## config.mk

```make
export PLATFORM = sky130hd
export DESIGN_NAME = ckt_delay_line
export DESIGN_NICKNAME = d
export VERILOG_FILES = /design/src/rtl/ckt_delay_line.sv
export SDC_FILE = /design/constraint.sdc
export NUM_CORES = 1
export LEC_CHECK = 0
export CAP_MARGIN = 20
export CORE_MARGIN = 4
export CORE_UTILIZATION = 62
export CTS_CLUSTER_DIAMETER = 150
export DETAILED_ROUTE_END_ITERATION = 6
export DONT_BUFFER_PORTS = 1
export MAX_ROUTING_LAYER = met4
export PLACE_DENSITY = 0.82
export SYNTH_ARGS = -nofsm -noshare
export SYNTH_HDL_FRONTEND = slang
export SYNTH_SLANG_ARGS = --single-unit
export TNS_END_PERCENT = 50
```

## constraint.sdc

```tcl
create_clock -name clk -period 2 [get_ports clk]
set_input_delay 0.3 -clock clk [delete_from_list [all_inputs] [get_ports clk]]
set_output_delay 0.3 -clock clk [all_outputs]
set_load 0.01 [all_outputs]
```

## src/rtl/ckt_delay_line.sv

```systemverilog
// Clocked per-bit delay line with min/typ/max/custom delay selection.
// Flushes on any delay change and flags the refill period via settling.
module ckt_delay_line #(
  parameter int WIDTH = 1,
  parameter int DEPTH = 16,
  parameter int DMIN  = 1,
  parameter int DTYP  = 2,
  parameter int DMAX  = 3,
  parameter int DW    = $clog2(DEPTH + 1)
) (
  input  logic             clk,
  input  logic             rst,
  input  logic [1:0]       mode,
  input  logic [DW-1:0]    cust_dly,
  input  logic [WIDTH-1:0] din,
  input  logic             din_vld,
  output logic [WIDTH-1:0] dout,
  output logic             dout_vld,
  output logic             settling,
  output logic [DW-1:0]    cur_dly
);

  typedef enum logic {
    RUN,
    SETTLE
  } state_t;

  function automatic logic [DW-1:0] clampd(input int v);
    if (v < 1)     return DW'(1);
    if (v > DEPTH) return DW'(DEPTH);
    return DW'(v);
  endfunction

  state_t           state;
  logic [DEPTH-1:0] sv;
  logic [WIDTH-1:0] sd [DEPTH];
  logic [DW-1:0]    cnt;
  logic [DW-1:0]    eff;
  int               sel;
  logic             chg;
  logic             tap_v;
  logic [WIDTH-1:0] tap_d;

  always_comb begin
    sel = 0;
    unique case (mode)
      2'b00: sel = DMIN;
      2'b01: sel = DTYP;
      2'b10: sel = DMAX;
      2'b11: sel = int'(cust_dly);
    endcase
    eff = clampd(sel);
  end

  assign chg = (eff != cur_dly);

  always_comb begin
    tap_v = 1'b0;
    tap_d = '0;
    for (int k = 0; k < DEPTH; k++) begin
      if (cur_dly == DW'(k + 1)) begin
        tap_v = sv[k];
        tap_d = sd[k];
      end
    end
  end

  always_ff @(posedge clk) begin
    if (rst) begin
      sv       <= '0;
      for (int k = 0; k < DEPTH; k++) sd[k] <= '0;
      state    <= RUN;
      cur_dly  <= clampd(DMIN);
      cnt      <= '0;
      dout     <= '0;
      dout_vld <= 1'b0;
      settling <= 1'b0;
    end else begin
      sd[0] <= din;
      for (int k = 1; k < DEPTH; k++) sd[k] <= sd[k-1];
      if (chg) begin
        // drop everything in flight but keep this cycle's sample
        sv       <= {{(DEPTH-1){1'b0}}, din_vld};
        cur_dly  <= eff;
        cnt      <= eff;
        state    <= SETTLE;
        settling <= 1'b1;
        dout_vld <= 1'b0;
        dout     <= '0;
      end else begin
        sv <= {sv[DEPTH-2:0], din_vld};
        if (state == SETTLE && cnt != DW'(1)) begin
          cnt      <= cnt - DW'(1);
          settling <= 1'b1;
          dout_vld <= 1'b0;
          dout     <= '0;
        end else begin
          state    <= RUN;
          settling <= 1'b0;
          dout_vld <= tap_v;
          dout     <= tap_v ? tap_d : '0;
        end
      end
    end
  end

endmodule

```

==> flow_metrics.tcl <==
set metrics [dict create \
    status "complete, no violations" \
    cts.root.buffer_cell "clkbuf_4" \
    required_ns 2.26 \
    grt_use_met1 0.290 \
    hold_viol 0 \
    final_max_slew_viol_count 0 \
    ys_seq_area_frac 0.447 \
    cpLargestDelayFamily "flip-flops" \
    grt_max_degree 17 \
    avgSynthCellArea_um2 9.85 \
    peakVddDrop_v 0.000520 \
    cts_htree_levels 2 \
    hp-class "input port to flop" \
    power_density_nw_per_um2 740 \
    slowest_delay_ns 0.52 \
    grt_use_total 0.225 \
    cts_buffers 5 \
    cp_max_fo 7 \
    synth-edff-count 0 \
    setup.worst_path.class "flop to flop" \
    clk_pin_slew_worst_paths_ns 0.13 \
    crit_slowest_cell "dfxtp_1" \
    antenna_left 0 \
    dieArea_um2 4310 \
    cp_cell_sequence "nor4bb_1, o21ai_1, a2bb2oi_2, nand3_2, mux2_4" \
    initial_core_util 0.664 \
    synthArstFlopShare 0 \
    clockBufferDepth 2 \
    final_core_util 0.725 \
    grt_pass1_wl_um 7270 \
    maxCapViolCount 0 \
    drt-pass1-iter-count 4 \
    timing.final.crit_period_ns 1.87 \
    cp-start-kind "flop" \
    drive_above_1_share 0.162 \
    clk_latency_ns 0.36 \
    fp-row-count 20 \
    cts_setup_buffers 0 \
    cts.sinks 46 \
    die_w_um 65.6 \
    core_um2 3100 \
    rsz0062_at_grt "no" \
    antenna_found_initial 0 \
    crit_arrival_ns 2.13 \
    routed_via_density 6.09 \
    critical_path_buf_inv_count 0 \
    setup_viol 0 \
    dp_hpwl_um 3040 \
    via_count 1583 \
    gp_congestion 0.873 \
    timing.setup.tns_ns 0 \
    fin_crit_sh 0.936 \
    final_nets 228 \
    power_leakage_uw 0.000901 \
    dpl_worst_slack_ns 0.0659 \
    yosys.area.top_type "dfxtp_1" \
    wl_per_cell_um 16.7 \
    first_iter_violations 134 \
    finalWorstSetupSlack_ns 0.128 \
    grt_busiest_layer "met2" \
    first_global_vias 1533 \
    drc 0 \
    gr-total-overflow 0 \
    place_area_um2 2130 \
    yosysTopAreaCellShare 0.447 \
    syn_inst 209 \
    die_h_um 65.6 \
    grt_util_met3 0.0427 \
    yosysWarningCount 0 \
    slew_headroom 0.657 \
    synthesis.nets 222 \
    antenna_cells 0 \
    ios 19 \
    skew_ns 0.0103 \
    worst_slew_pin_slew_ns 0.513 \
    drt_wl_total_um 4350 \
    hp-start "rst" \
    cts_tree "done" \
    crit-reg2reg-launch "cur_dly[2]" \
    critPathCaptureType "flop" \
    crit_start "cur_dly[2]" \
    synth.distinct_cells 55 \
    synth_area_leaders "dfxtp_1, nor2b_1, and2_1" \
    synthesis.area_um2 2060 \
    final_area_um2 2250 \
    yosysMostFrequentCell "dfxtp_1" \
    synthFlopType "dfxtp_1" \
    clock.fmax_mhz 534 \
    ys_seq_elements 46 \
    use_met2 0.352 \
    synth_common_cells "dfxtp_1, nor2b_1, and2_1, inv_1, nor2_1" \
    area_growth_pct 9.30 \
    port_buffers 0 \
]
worst paths after layout:
path / endpoint / depth (start not counted) / slack, ns
setup / recovery: cnt[1] / 5 / 0.13
hold / removal: cur_dly[1] / 1 / 0.01
setup reg to reg: cnt[1] / 5 / 0.13
hold reg to reg: sv[4] / 1 / 0.46
sequential cells by signal (all words and copies together) (netlist names):
| signal | count |
|---|---|
| state | 1 |
| sd | 16 |
| dout | 1 |
| cur_dly | 5 |
| cnt | 5 |
| sv | 16 |
| dout_vld | 1 |
| settling | 1 |
placed cells by master (no fill, tap or decap), types with 2 or more instances in the layout:
master / instances
o22ai_1: 2
nand4_1: 2
nor3b_1: 3
clkbuf_4: 5
a221oi_1: 2
a211oi_1: 3
nand3_1: 3
o21ai_0: 5
nor2b_1: 21
xnor2_1: 3
xor2_1: 3
mux2_4: 3
a41oi_1: 2
dlygate4sd3_1: 3
buf_4: 8
mux2_1: 3
clkbuf_8: 2
dfxtp_2: 3
o311a_1: 2
nand2_1: 7
ha_1: 2
inv_1: 8
nand2b_1: 3
nor4b_1: 3
o21ba_1: 2
dfxtp_1: 43
nor2_1: 8
nor3_1: 7
a221oi_2: 2
and2_1: 17
a21oi_1: 4
mux2i_1: 4
where the power goes:
group / switching [µW] / internal, µW / total [µW]
sequential: 24.2 / 938 / 962
clock: 289 / 208 / 497
combinational: 105 / 103 / 208
layer usage:
layer | vias to the layer above | share of wire
li1 | 745 | -
met1 | 759 | 0.45
met2 | 68 | 0.48
met3 | 11 | 0.052
met4 | 0 | 0.019
met5 | - | 0
metrics by stage:
| stage | hold WS, ns | total power [µW] | instances |
|---|---|---|---|
| floorplan | 0.410 | 1140 | 209 |
| global placement | 0.376 | 1160 | 249 |
| detailed placement | 0.378 | 1170 | 249 |
| CTS | 0.00103 | 1660 | 259 |
| global route | 0.000363 | 1730 | 260 |
| finish | 0.0137 | 1670 | 260 |
area by class of cell:
| type | instances | area (µm²) |
|---|---|---|
| Multi-Input combinational cell | 141 | 1050 |
| Sequential cell | 46 | 925 |
| Fill cell | 234 | 852 |
| Timing Repair Buffer | 12 | 110 |
| Clock buffer | 7 | 65.1 |
| Tap cell | 44 | 55.1 |
| Inverter | 9 | 33.8 |
| Clock inverter | 1 | 8.76 |
cell families (layout without fill, tap and decap cells):
logic type | Yosys count | after routing | share of synthesized area
AO/OA/AOI/OAI | 36 | 36 | 0.141
AND/OR/NAND/NOR | 86 | 86 | 0.259
XOR/XNOR | 6 | 6 | 0.0255
flip-flops | 46 | 46 | 0.447
multiplexers | 11 | 11 | 0.0686
adder cells (fa/ha/maj) | 2 | 2 | 0.0121
buffers and inverters | 22 | 29 | 0.0468
repair_timing:
action | CTS | global route
hold endpoints to repair | 13 | 3
endpoints found under the setup margin | 0 | 5
gates resized for setup | 0 | 7
hold buffers | 2 | 1
Power figures use the tool's default switching activity.
